`config.mk`:
```
export PLATFORM = sky130hd
export DESIGN_NAME = dds_multi_gen
export DESIGN_NICKNAME = d
export VERILOG_FILES = /design/src/rtl/dds_pkg.sv /design/src/rtl/dds_channel.sv /design/src/rtl/dds_multi_gen.sv
export SDC_FILE = /design/constraint.sdc
export NUM_CORES = 1
export LEC_CHECK = 0
export CAP_MARGIN = 20
export CORE_MARGIN = 2
export CORE_UTILIZATION = 45
export DETAILED_ROUTE_END_ITERATION = 12
export HOLD_SLACK_MARGIN = 0.12
export SETUP_SLACK_MARGIN = 0.3
export SYNTH_ARGS = -nofsm -noshare
export SYNTH_HDL_FRONTEND = slang
export SYNTH_HIERARCHICAL = 1
export SYNTH_SLANG_ARGS = --single-unit
```
`constraint.sdc`:
```
create_clock -name clk -period 6.1 [get_ports clk]
set_input_delay 1.83 -clock clk [delete_from_list [all_inputs] [get_ports clk]]
set_output_delay 1.83 -clock clk [all_outputs]
set_load 0.05 [all_outputs]
```
`src/rtl/dds_pkg.sv`:
```
// Shared types and constants for the multi-channel DDS generator.
// DDS_DITHER_EN adds the LFSR constants used for phase dithering.
package dds_pkg;

  typedef enum logic [1:0] {
    SINE   = 2'd0,
    SAW    = 2'd1,
    SQUARE = 2'd2,
    TRI    = 2'd3
  } wave_mode_e;

  typedef enum logic [1:0] {
    SEL_FWORD = 2'd0,
    SEL_POFF  = 2'd1,
    SEL_MODE  = 2'd2,
    SEL_AMP   = 2'd3
  } cfg_sel_e;

  localparam logic [7:0] AMP_UNITY = 8'hFF;

`ifdef DDS_DITHER_EN
  localparam logic [15:0] LFSR_SEED = 16'hACE1;
  localparam logic [15:0] LFSR_TAPS = 16'hB400;
`endif

endpackage

```
`src/rtl/dds_channel.sv`:
```
// One DDS channel: phase accumulator, offset, ROM-latency delay line,
// wave-shape mux and amplitude scaling stage.
module dds_channel
  import dds_pkg::*;
#(
  parameter int PHASE_W = 32,
  parameter int ADDR_W  = 12,
  parameter int DAC_W   = 14,
  parameter int ROM_LAT = 1
) (
  input  logic               clk,
  input  logic               rst,
  input  logic               en,
  input  logic               phase_clr,
  input  logic [PHASE_W-1:0] fword,
  input  logic [PHASE_W-1:0] poff,
  input  logic [PHASE_W-1:0] phase_dither,
  input  wave_mode_e         mode,
  input  logic [7:0]         amp,
  output logic [ADDR_W-1:0]  rom_addr,
  input  logic [DAC_W-1:0]   rom_q,
  output logic [DAC_W-1:0]   dac_data,
  output logic               wrap
);

  localparam int TRUNC_W = PHASE_W - ADDR_W;
  localparam int SAW_SH  = DAC_W - ADDR_W;
  localparam int TRI_SH  = DAC_W - ADDR_W + 1;
  localparam logic [DAC_W-1:0] MID = {1'b1, {(DAC_W-1){1'b0}}};

  logic [PHASE_W-1:0] acc;
  logic               wrap0;
  logic [PHASE_W:0]   acc_sum;
  logic [PHASE_W-1:0] phase;

  assign acc_sum = {1'b0, acc} + {1'b0, fword};
  assign phase   = acc + poff + phase_dither;

  // Carry out of the accumulator is only meaningful on cycles it advances.
  always_ff @(posedge clk) begin
    if (rst) begin
      acc   <= '0;
      wrap0 <= 1'b0;
    end else if (phase_clr) begin
      acc   <= '0;
      wrap0 <= 1'b0;
    end else if (en) begin
      acc   <= acc_sum[PHASE_W-1:0];
      wrap0 <= acc_sum[PHASE_W];
    end else begin
      wrap0 <= 1'b0;
    end
  end

  wave_mode_e mode_p;
  logic [7:0] amp_p;
  logic       wrap_p;

  always_ff @(posedge clk) begin
    if (rst) begin
      rom_addr <= '0;
      mode_p   <= SINE;
      amp_p    <= AMP_UNITY;
      wrap_p   <= 1'b0;
    end else begin
      rom_addr <= ADDR_W'(phase >> TRUNC_W);
      mode_p   <= mode;
      amp_p    <= amp;
      wrap_p   <= wrap0;
    end
  end

  // Sideband fields travel alongside the ROM access so they meet rom_q.
  logic [ADDR_W-1:0] addr_dl [ROM_LAT];
  wave_mode_e        mode_dl [ROM_LAT];
  logic [7:0]        amp_dl  [ROM_LAT];
  logic              wrap_dl [ROM_LAT];

  always_ff @(posedge clk) begin
    if (rst) begin
      for (int i = 0; i < ROM_LAT; i++) begin
        addr_dl[i] <= '0;
        mode_dl[i] <= SINE;
        amp_dl[i]  <= AMP_UNITY;
        wrap_dl[i] <= 1'b0;
      end
    end else begin
      addr_dl[0] <= rom_addr;
      mode_dl[0] <= mode_p;
      amp_dl[0]  <= amp_p;
      wrap_dl[0] <= wrap_p;
      for (int i = 1; i < ROM_LAT; i++) begin
        addr_dl[i] <= addr_dl[i-1];
        mode_dl[i] <= mode_dl[i-1];
        amp_dl[i]  <= amp_dl[i-1];
        wrap_dl[i] <= wrap_dl[i-1];
      end
    end
  end

  logic [ADDR_W-1:0] addr_a;
  logic [DAC_W-1:0]  wave_next;

  assign addr_a = addr_dl[ROM_LAT-1];

  always_comb begin
    wave_next = rom_q;
    case (mode_dl[ROM_LAT-1])
      SINE:   wave_next = rom_q;
      SAW:    wave_next = DAC_W'(addr_a) << SAW_SH;
      SQUARE: wave_next = addr_a[ADDR_W-1] ? '1 : '0;
      TRI:    wave_next = DAC_W'(addr_a[ADDR_W-2:0] ^ {(ADDR_W-1){addr_a[ADDR_W-1]}}) << TRI_SH;
      default: wave_next = rom_q;
    endcase
  end

  logic [DAC_W-1:0] wave_w;
  logic [7:0]       amp_w;
  logic             wrap_w;

  always_ff @(posedge clk) begin
    if (rst) begin
      wave_w <= MID;
      amp_w  <= AMP_UNITY;
      wrap_w <= 1'b0;
    end else begin
      wave_w <= wave_next;
      amp_w  <= amp_dl[ROM_LAT-1];
      wrap_w <= wrap_dl[ROM_LAT-1];
    end
  end

  // Scale around mid-scale; the result stays inside the DAC range by construction.
  logic signed [DAC_W:0]   diff;
  logic signed [DAC_W+9:0] prod;
  logic [DAC_W-1:0]        scaled;

  assign diff   = $signed({1'b0, wave_w}) - $signed({1'b0, MID});
  assign prod   = diff * $signed({1'b0, amp_w});
  assign scaled = MID + DAC_W'(prod >>> 8);

  always_ff @(posedge clk) begin
    if (rst) begin
      dac_data <= MID;
      wrap     <= 1'b0;
    end else begin
      dac_data <= (amp_w == AMP_UNITY) ? wave_w : scaled;
      wrap     <= wrap_w;
    end
  end

endmodule

```
`src/rtl/dds_multi_gen.sv`:
```
// Multi-channel DDS top: configuration decode, shadow/active registers with
// atomic commit, and NCH channel instances. DDS_DITHER_EN enables phase dither.
module dds_multi_gen
  import dds_pkg::*;
#(
  parameter int NCH     = 2,
  parameter int PHASE_W = 32,
  parameter int ADDR_W  = 12,
  parameter int DAC_W   = 14,
  parameter int ROM_LAT = 1
) (
  input  logic                  clk,
  input  logic                  rst,
  input  logic                  en,
  input  logic                  cfg_we,
  input  logic [2:0]            cfg_ch,
  input  logic [1:0]            cfg_sel,
  input  logic [PHASE_W-1:0]    cfg_data,
  input  logic                  cfg_commit,
  input  logic                  cfg_phase_rst,
  output logic [NCH*ADDR_W-1:0] rom_addr,
  input  logic [NCH*DAC_W-1:0]  rom_q,
  output logic [NCH*DAC_W-1:0]  dac_data,
  output logic [NCH-1:0]        wrap
);

  logic [PHASE_W-1:0] fword_sh [NCH];
  logic [PHASE_W-1:0] poff_sh  [NCH];
  wave_mode_e         mode_sh  [NCH];
  logic [7:0]         amp_sh   [NCH];
  logic [PHASE_W-1:0] fword_act [NCH];
  logic [PHASE_W-1:0] poff_act  [NCH];
  wave_mode_e         mode_act  [NCH];
  logic [7:0]         amp_act   [NCH];

  logic phase_clr;
  assign phase_clr = cfg_commit & cfg_phase_rst;

  // Commit copies pre-edge shadows, so a same-cycle write only reaches the shadow.
  always_ff @(posedge clk) begin
    if (rst) begin
      for (int ch = 0; ch < NCH; ch++) begin
        fword_sh[ch]  <= '0;
        poff_sh[ch]   <= '0;
        mode_sh[ch]   <= SINE;
        amp_sh[ch]    <= AMP_UNITY;
        fword_act[ch] <= '0;
        poff_act[ch]  <= '0;
        mode_act[ch]  <= SINE;
        amp_act[ch]   <= AMP_UNITY;
      end
    end else begin
      for (int ch = 0; ch < NCH; ch++) begin
        if (cfg_commit) begin
          fword_act[ch] <= fword_sh[ch];
          poff_act[ch]  <= poff_sh[ch];
          mode_act[ch]  <= mode_sh[ch];
          amp_act[ch]   <= amp_sh[ch];
        end
        if (cfg_we && (int'(cfg_ch) == ch)) begin
          case (cfg_sel_e'(cfg_sel))
            SEL_FWORD: fword_sh[ch] <= cfg_data;
            SEL_POFF:  poff_sh[ch]  <= cfg_data;
            SEL_MODE:  mode_sh[ch]  <= wave_mode_e'(cfg_data[1:0]);
            SEL_AMP:   amp_sh[ch]   <= cfg_data[7:0];
            default:   fword_sh[ch] <= fword_sh[ch];
          endcase
        end
      end
    end
  end

  for (genvar g = 0; g < NCH; g++) begin : g_ch
    logic [PHASE_W-1:0] dither;

`ifdef DDS_DITHER_EN
    localparam int TRUNC_W = PHASE_W - ADDR_W;
    localparam int DSH = (TRUNC_W >= 16) ? TRUNC_W - 16 : 0;
    localparam int DRS = (TRUNC_W >= 16) ? 0 : 16 - TRUNC_W;
    logic [15:0] lfsr;

    always_ff @(posedge clk) begin
      if (rst) lfsr <= LFSR_SEED + 16'(g);
      else     lfsr <= (lfsr >> 1) ^ (lfsr[0] ? LFSR_TAPS : 16'h0000);
    end

    // Dither lands in the truncated bits just below the ROM address.
    assign dither = PHASE_W'(lfsr >> DRS) << DSH;
`else
    assign dither = '0;
`endif

    dds_channel #(
      .PHASE_W (PHASE_W),
      .ADDR_W  (ADDR_W),
      .DAC_W   (DAC_W),
      .ROM_LAT (ROM_LAT)
    ) u_channel (
      .clk          (clk),
      .rst          (rst),
      .en           (en),
      .phase_clr    (phase_clr),
      .fword        (fword_act[g]),
      .poff         (poff_act[g]),
      .phase_dither (dither),
      .mode         (mode_act[g]),
      .amp          (amp_act[g]),
      .rom_addr     (rom_addr[g*ADDR_W +: ADDR_W]),
      .rom_q        (rom_q[g*DAC_W +: DAC_W]),
      .dac_data     (dac_data[g*DAC_W +: DAC_W]),
      .wrap         (wrap[g])
    );
  end

endmodule

```
==> impl_results.md <==
* Status: finished clean
* Die area at between 70,000 and 80,000 sq um
* Hpwl dp at ~54 mm
* Synth Area in Compound Gates at 0.09416
* Hold Vio Cnt, Final at 0
* DR vias at 21,096
* PD cells at roughly 360 nW/um^2
* Fill count at approximately 6,200
* Slowest stage delay, CP at about 530 ps
* CP max FO at 9
* Vias/cell at a little over 5
* Drc violations at 0
* Vias in the first global route at about 22,000
* Die Wd at 269.6 microns
* Adder-cell share of the synthesized area at 0.2284
* Antenna Violating Nets Remaining at 0
* CP Class: flip-flop to flip-flop
* Max clock buf depth at 3
* Max Cap Viol at 0
* Post-synthesis simple-gate area fraction at 0.1687
* Period minus WS final at roughly 5500 ps
* Layout area overhead at 13.31%
* Worst-path clk slew at 70 ps
* Min-delay worst type: flip-flop to flip-flop
* Design Area, Final at 35,970 sq um
* Mapped Avg Cell Area at between 10 and 15 sq um
* Die height at roughly 270 microns
* Initial antenna violation count at 6
* Crit. End Element: flip-flop
* CTS sink count at 530
* Final WL at between 70 and 80 mm
* Relative slew slack at 0.2283
* Final Cycle Share at 0.9065
* Clk_skew at roughly 20 ps
* Worst reg2reg startpoint: g_ch[0].u_channel/wave_w[4]$_SDFF_PP0_
* Post-synth EDFFs at roughly 300
* Mean routed wirelength per cell at roughly 18 microns
* Worst Slack Setup Final at 570.4 ps
* Post-synthesis cell area at between 30,000 and 40,000 sq um
* Worst vdd ir at 0.3322 mV
* Drt pass-1 iters at 5
* Synth cell types at 82
* Combinational family with the most area after synthesis: adder cells
* Share of cells above drive strength 1 at 0.06148
* Slew @ Worst Pin at 1153 ps
* Clock Latency Late Sink at 620 ps
* Dpl ws at about 470 ps
* Row count at 97
* Total negative setup slack at 0 ps
* CP Capture Point: g_ch[0].u_channel/dac_data[13]$_SDFF_PP1_
* FF+latch count, synth at 530
* Static Leak at ~0.016 uW
* Post-Synth XOR/XNOR Area at 0.02455
* CTS root buffer: clkbuf_16
* Critical-path top delay cell: fa_1
* Synth Instances at approximately 3,000
* Synth warn at 6
* CP Launch Type: flip-flop
* Multiplexer share of the synthesized area at 0.008553
* Core Region at around 70,000 sq um
* Post-synth ARST share at 0
* RSZ-0062 raised after global routing: no
* Cell Count, Final, Fillers Out at roughly 4,100
* Buf+Inv Stages, Crit Path at 3
* Critical Path AT at around 6000 ps
* Port-buffer cells at ~120
* Pin count of the biggest net entering global routing at roughly 160
* Crit path depth at 18
* Total grt overflow at 0
* IO Pins at roughly 130
* Cell Area, Placed at 34,040 sq um
* CP cell instances: nand2_1, fa_1, inv_1, fa_1, ha_1, inv_1, fa_1, inv_1, ha_1, and4b_4, a2111oi_4, nor3b_1, a311o_1, a31oi_4, o31ai_2, a31o_2, and4b_1, or4_1
* First-pass GRT wire length at ~120 mm
* Most common flop cell mapped by yosys: edfxtp_1
* Hold Buf Count CTS at 0
* Slew Viols, Final at 0
* Final #Nets at 3,585
* Seq/Total Area, Yosys at 0.4276
* Flop2flop setup slack at around 570 ps
* RD Place Congestion at just under 0.9
* CTS tree: yes
* Initial DRC count at 1,246
* Critical Path RT at between 6000 and 7000 ps
* CP delay by family, top: adder cells
* Max Clock Freq at approximately 180 MHz
* Final setup viols at 0
* H-tree depth at 2
* Starting Density at 0.4541
* Minimum hold slack at 402.9 ps
* Critical R2R Capture: g_ch[0].u_channel/dac_data[13]$_SDFF_PP1_
* Total GRT Usage at 0.2015
* CTS buffer count at a little under 60
* Worst setup startpoint: g_ch[0].u_channel/wave_w[4]$_SDFF_PP0_
* Reg2Reg Depth at 18
* Placed insts at slightly below 4,000
[where the power goes]
part | internal, uW | switching (uW)
Clock | 2060 | 1460
Combinational | 2190 | 2880
Sequential | 4080 | 207
Total | 8320 | 4540
[worst reg2reg max path: cells and delay by family, from the launching register on]
kind	cells	cell delay [ps]
fa+ha+maj	5	2070
simple gates	5	1090
buf+inv	3	140
compound gates	5	1580
flops	1	520
[layout make-up]
cell class,count,area [sq um],share of cell area
Multi-Input combinational cell,2078,16910,0.4700
Antenna cell,5,12.51,0.0003478
Clock inverter,33,357.8,0.009948
Inverter,268,1006,0.02797
Clock buffer,74,1553,0.04317
Timing Repair Buffer,140,1383,0.03844
Sequential cell,530,13580,0.3774
Tap cell,940,1176,0.03270
[metal layers]
layer  share of wire  GRT usage  vias up
met4           0.031    0.06827        4
li1                -          -    10216
met2            0.49     0.3492      431
met3           0.042    0.02698      120
met5         0.00030          0        -
met1            0.43     0.2597    10325
[logic make-up (layout without fill, tap and decap cells)]
| group | count (synthesis) | count (layout) |
|---|---|---|
| AOI/OAI and AO/OA | 456 | 456 |
| xor gates and xnor gates | 89 | 89 |
| adders and majority gates | 438 | 438 |
| buffers and inverters | 400 | 515 |
| DFF | 530 | 530 |
| muxes | 27 | 27 |
| other | 1 | 69 |
| and+or+nand+nor | 1004 | 1004 |
[cell usage after synthesis, drive strengths merged (55+ instances only)]
library cell  count  area share
fa              236        0.15
and2            242       0.048
xnor2            63       0.017
a21oi           153       0.024
inv             268       0.032
and3             73       0.014
nor2            178       0.021
nor2b            63       0.012
nor3             57      0.0090
edfxtp          296        0.28
o21ai            82       0.013
clkbuf          116       0.014
ha              202       0.080
nand2           179       0.021
dfxtp           234        0.15
or2              55       0.011
[worst min path at each step]
stage | from | endpoint | slack, ps | depth (start not counted)
floorplan | g_ch[0].u_channel/amp_p[0]$_SDFF_PP1_ | g_ch[0].u_channel/amp_dl[0][0]$_SDFF_PP1_ | 390 | 1
global placement | g_ch[1].u_channel/amp_dl[0][6]$_SDFF_PP1_ | g_ch[1].u_channel/amp_w[6]$_SDFF_PP1_ | 390 | 1
detailed placement | g_ch[0].u_channel/amp_p[4]$_SDFF_PP1_ | g_ch[0].u_channel/amp_dl[0][4]$_SDFF_PP1_ | 390 | 1
CTS | g_ch[1].u_channel/amp_dl[0][7]$_SDFF_PP1_ | g_ch[1].u_channel/amp_w[7]$_SDFF_PP1_ | 410 | 1
global route | g_ch[0].u_channel/amp_p[6]$_SDFF_PP1_ | g_ch[0].u_channel/amp_dl[0][6]$_SDFF_PP1_ | 420 | 1
finish | g_ch[1].u_channel/amp_dl[0][7]$_SDFF_PP1_ | g_ch[1].u_channel/amp_w[7]$_SDFF_PP1_ | 400 | 1
[metrics by stage]
stage	utilization	total power, uW
floorplan	-	8264
global placement	0.4870	9324
detailed placement	0.4870	9449
CTS	0.5143	13030
global route	0.5144	13820
finish	0.5146	12860
[sequential cells by signal (all words and copies together), names as in the netlist, 4 cells and up]
signal                   flops
g_ch.u_channel/dac_data     28
g_ch.u_channel/mode_dl       4
mode_sh                      4
poff_sh                     64
fword_act                   64
g_ch.u_channel/addr_dl      24
fword_sh                    64
amp_act                     16
poff_act                    64
mode_act                     4
g_ch.u_channel/amp_dl       16
g_ch.u_channel/amp_p        16
g_ch.u_channel/acc          64
g_ch.u_channel/mode_p        4
g_ch.u_channel/amp_w        16
amp_sh                      16
g_ch.u_channel/wave_w       28
g_ch.u_channel/rom_addr     24
[layout by cell type (no fill, tap or decap), types with 73 or more instances in the layout]
master | synthesis | layout
a21oi_1 | 153 | 153
and2_1 | 242 | 242
and3_1 | 73 | 73
clkdlybuf4s50_1 | 0 | 122
dfxtp_1 | 234 | 231
edfxtp_1 | 296 | 296
fa_1 | 236 | 236
ha_1 | 202 | 202
inv_1 | 268 | 268
nand2_1 | 179 | 179
nor2_1 | 178 | 176
[what timing repair did]
action,4_1_cts,5_1_grt
setup endpoints to repair,0,1
resized for setup,0,3
setup buffers,0,0
(Power assumes the default switching activity.)
==> variant 1, RTL diff (same flow settings) <==
`rom_addr` no longer has a reset.
--- a/src/rtl/dds_channel.sv
+++ b/src/rtl/dds_channel.sv
@@ -58,16 +58,18 @@
 
   always_ff @(posedge clk) begin
     if (rst) begin
-      rom_addr <= '0;
       mode_p   <= SINE;
       amp_p    <= AMP_UNITY;
       wrap_p   <= 1'b0;
     end else begin
-      rom_addr <= ADDR_W'(phase >> TRUNC_W);
       mode_p   <= mode;
       amp_p    <= amp;
       wrap_p   <= wrap0;
     end
+  end
+
+  always_ff @(posedge clk) begin
+    rom_addr <= ADDR_W'(phase >> TRUNC_W);
   end
 
   // Sideband fields travel alongside the ROM access so they meet rom_q.
Check against the original RTL: differs if rst is asserted again (counterexample within 4 cycles, from zero or initial values and one cycle with rst high); with rst held inactive, the same outputs for 4 cycles.
==> variant 1 against the original RTL <==
- power up 6.6%
- cell area rose by 1.5%
- first-iteration DRC count is 0.72% higher
- wire length grew 1.8%
- synthesized area rose by 0.84%
- utilization grew 0.50 points
- sequential cell count stayed put
- setup slack gained 0.34 ns
- die area up 0.82%
- clock skew grew 0.027 ns
- global-route usage increased by 0.23 points
- critical endpoint is now g_ch[0].u_channel/dac_data[12]
- largest cell class unchanged
==> variant 1: results (changes against the original RTL) <==
| Metric | Value |
|---|---|
| Status | `completed` |
| Synth Area in XOR/XNOR | `2.52% (+0.062 points)` |
| Compound-cell area share of the yosys netlist | `9.77% (+0.36 points)` |
| Main area contributors after synthesis | `edfxtp_1 28%, fa_1 15%, dfxtp_1 15%` |
| Layout cells sized above 1 | `6.68% (+0.53 points)` |
| Setup WS pre-CTS | `0.933 ns (+0.467 ns)` |
| Initial antenna violation count | `4 (-2)` |
| Top cells by count, synth | `296 x edfxtp_1, 272 x inv_1, 242 x and2_1, 236 x fa_1, 234 x dfxtp_1` |
| Worst clock skew | `0.0463 ns (+0.0266 ns)` |
| Gr usage total | `20.4% (+0.23 points)` |
| Cell variety after synth | `91 (+11%)` |
| Post-DP HPWL | `54900 um (+0.97%)` |
| Avg WL per Cell | `17.9 um (+0.26%)` |
| Pleak | `15.9 nW (+1.6%)` |
| DR iter-0 viols | `1255 (+0.72%)` |
| Peak supply drop | `0.306 mV (-7.8%)` |
| Max incr delay on CP | `0.65 ns (+0.12 ns)` |
| Tcrit/Tclk final | `85.1% (-5.5 points)` |
| Slew headroom | `43.2% (+20 points)` |
| Vias | `21400 (+1.4%)` |
| Post-synthesis mux area share | `0.876% (+0.020 points)` |
| WP data arrival | `5.75 ns (-0.27 ns)` |
| Placed cell count | `4013 (+1.4%)` |
| Final #Nets | `3645 (+1.7%)` |
| CP max-delay cell | `dfxtp_1` |
| First-pass GRT wire length | `118000 um (+1.7%)` |
| Reg2Reg Depth | `17 (-1)` |
| Synthesized area per cell | `10.7 um2 (-0.78%)` |
| Sequential share of the synthesized area | `42.4% (-0.35 points)` |
| Critical path fanouts, max | `15 (+6)` |
| Cts bufs inserted | `60 (+3.4%)` |
| Largest net degree at the start of global routing | `111 (-31%)` |
| Vias in the first global route | `22000 (+1.9%)` |
| Reg-to-reg setup timing slack | `0.91 ns (+0.34 ns)` |
-- variant 1: power breakdown --
group	internal, W	switching (W)
Sequential	0.00413	0.000255
Clock	0.00241	0.00154
Combinational	0.00225	0.00313
Total	0.00879	0.00492
-- variant 1: routing by layer --
metal  track usage [%]  up-vias  wire (um)
li1                  -    10400          -
met5                 0        -         37
met4              6.86        6       2360
met2              34.0      420      35300
met3              2.96      124       3320
met1              27.2    10500      32900
-- variant 1: worst max-delay path: cells and delay by family, from the launching register on --
kind	cells	cell delay (ns)
AO/OA/AOI/OAI	5	1.38
adder cells (fa/ha/maj)	5	2.39
buffers and inverters	3	0.16
XOR/XNOR	1	0.19
AND/OR/NAND/NOR	3	0.35
flip-flops	1	0.65
-- variant 1: layout make-up --
| cell class | instances | area [um2] |
|---|---|---|
| Sequential cell | 530 | 13600 |
| Clock inverter | 32 | 497 |
| Tap cell | 940 | 1180 |
| Multi-Input combinational cell | 2131 | 17200 |
| Fill cell | 6159 | 33800 |
| Antenna cell | 1 | 2.50 |
| Clock buffer | 82 | 1710 |
| Inverter | 272 | 1020 |
| Timing Repair Buffer | 141 | 1370 |
-- variant 1: path summary, 6_finish.rpt --
| path | startpoint | endpoint |
|---|---|---|
| min | g_ch[0].u_channel/amp_p[4] | g_ch[0].u_channel/amp_dl[0][4] |
| max | g_ch[0].u_channel/amp_w[5] | g_ch[0].u_channel/dac_data[12] |
| min reg2reg | g_ch[0].u_channel/amp_p[4] | g_ch[0].u_channel/amp_dl[0][4] |
| max reg2reg | g_ch[0].u_channel/amp_w[5] | g_ch[0].u_channel/dac_data[12] |
-- variant 1: per-stage QoR --
step           cell area [um2]  total power, W
3_5_place_dp             34300         0.00986
5_1_grt                  36500          0.0147
3_3_place_gp             34300         0.00976
4_1_cts                  36500          0.0139
2_1_floorplan            32200         0.00852
6_report                 36500          0.0137
-- variant 1: kinds of logic after synthesis --
logic type | Yosys count
and+or+nand+nor | 1027
DFF | 530
AOI/OAI and AO/OA | 482
adders and majority gates | 438
buffers and inverters | 395
xor gates and xnor gates | 92
muxes | 28
other | 1
==> variant 2, RTL diff (same flow settings) <==
Made on the original files. The option `DDS_DITHER_EN` is turned on by a define.
--- a/src/rtl/dds_pkg.sv
+++ b/src/rtl/dds_pkg.sv
@@ -1,5 +1,7 @@
 // Shared types and constants for the multi-channel DDS generator.
 // DDS_DITHER_EN adds the LFSR constants used for phase dithering.
+`define DDS_DITHER_EN
+
 package dds_pkg;
 
   typedef enum logic [1:0] {
Function: changed (a bounded check fails within 4 cycles, from zero or initial values and one cycle with rst high).
==> variant 2 against the original RTL <==
- the flow now finishes with violations (design-rule violations)
- clock power is 12% higher
- synthesized area grew 4.7%
- power increased by 5.9%
- cell area grew 4.7%
- utilization grew 0.091 points
- final cell count increased by 4.1%
- sequential share of layout area about the same
- clock skew is 0.00099 ns higher
- wire length increased by 8.6%
- global-route usage up 0.90 points
- setup slack improved by 0.057 ns
- sequential cell count rose by 32
- highest routed layer unchanged
==> variant 2: results (changes against the original RTL) <==
| Metric | Value |
|---|---|
| CP max-delay cell | `o41ai_1` |
| WP data arrival | `5.99 ns (-0.03 ns)` |
| Initial antenna violation count | `2 (-4)` |
| Status | `finished, violations left` |
| Critical path fanouts, max | `15 (+6)` |
| Met2 Routed Length | `38200 um (+6.8%)` |
| Synthesized area per cell | `10.7 um2 (-1.0%)` |
| DR iter-0 viols | `1641 (+32%)` |
| Final #Nets | `3730 (+4.0%)` |
| Layout cells sized above 1 | `7.12% (+0.97 points)` |
| DRC | `5 (+5)` |
| Placed cell count | `4112 (+3.9%)` |
| Cts bufs inserted | `66 (+14%)` |
| Compound-cell area share of the yosys netlist | `9.55% (+0.14 points)` |
| Total wire length | `78800 um (+8.6%)` |
| Worst clock skew | `0.0207 ns (+0.000989 ns)` |
| Pleak | `16.4 nW (+4.6%)` |
| Routability cong. | `0.871 (+0.17%)` |
| Post-DP HPWL | `58800 um (+8.2%)` |
| Slew headroom | `36.4% (+14 points)` |
| Post-synthesis mux area share | `1.22% (+0.36 points)` |
| Main area contributors after synthesis | `edfxtp_1 27%, dfxtp_1 16%, fa_1 14%` |
| Reg2Reg Depth | `17 (-1)` |
| Failing checks | `design-rule violations` |
| Top cells by count, synth | `296 x edfxtp_1, 280 x inv_1, 266 x dfxtp_1, 247 x and2_1, 236 x fa_1` |
| Finished Layout Cells | `4235 (+4.1%)` |
| Sequential share of the synthesized area | `42.8% (about the same)` |
| Cell variety after synth | `89 (+8.5%)` |
| Largest net degree at the start of global routing | `139 (-14%)` |
| Fillers | `6537 (+5.3%)` |
| Met3 routed WL | `3400 um (+12%)` |
==> variant 2: worst paths after layout <==
check                                                start                              to  slack [ns]
worst min-delay path            g_ch[0].u_channel/amp_p[2]  g_ch[0].u_channel/amp_dl[0][2]        0.39
worst min register to register  g_ch[0].u_channel/amp_p[2]  g_ch[0].u_channel/amp_dl[0][2]        0.39
worst max register to register  g_ch[1].u_channel/amp_w[3]  g_ch[1].u_channel/dac_data[13]        0.63
worst max-delay path            g_ch[1].u_channel/amp_w[3]  g_ch[1].u_channel/dac_data[13]        0.63
==> variant 2: metrics by stage <==
step / power, W / setup slack [ns] / area, um2 / hold slack (ns)
after floorplan: 0.00846 / 1.29 / 33300 / 0.389
after global placement: 0.00962 / 0.816 / 35500 / 0.393
after detailed placement: 0.00976 / 0.589 / 35500 / 0.395
after CTS: 0.0138 / 0.589 / 37700 / 0.402
after global routing: 0.0146 / 0.323 / 37700 / 0.412
final: 0.0136 / 0.627 / 37700 / 0.394
==> variant 2: report_power, final <==
| group | internal, W | total, W | switching [W] |
|---|---|---|---|
| sequential | 0.00431 | 0.00453 | 0.000230 |
| combinational | 0.00216 | 0.00512 | 0.00296 |
| clock | 0.00236 | 0.00396 | 0.00160 |
| total | 0.00882 | 0.0136 | 0.00480 |
==> variant 2: critical path, delay by kind of cell (launching register included) <==
kind,cells,cell delay (ns)
fa+ha+maj,5,2.35
compound gates,4,1.59
flops,1,0.66
simple gates,4,0.55
buf+inv,3,0.14
xor+xnor,1,0.10
==> variant 2: area by class of cell <==
| cell class | count | area share, % |
|---|---|---|
| Sequential cell | 562 | 37.7 |
| Antenna cell | 2 | 0.0133 |
| Inverter | 280 | 2.79 |
| Clock buffer | 85 | 4.86 |
| Timing Repair Buffer | 144 | 3.75 |
| Multi-Input combinational cell | 2167 | 46.7 |
| Clock inverter | 36 | 0.970 |
| Tap cell | 959 | 3.19 |
==> variant 2: kinds of logic after synthesis <==
logic type	after synthesis
muxes	40
buffers and inverters	416
DFF	562
AOI/OAI and AO/OA	490
and+or+nand+nor	1082
other	1
xor gates and xnor gates	85
adders and majority gates	438
==> variant 2: metal layers <==
layer / up-vias / global-route usage [%]
li1: 10800 / -
met1: 11100 / 28.4
met2: 467 / 35.2
met3: 128 / 3.29
met4: 4 / 6.01
met5: - / 0
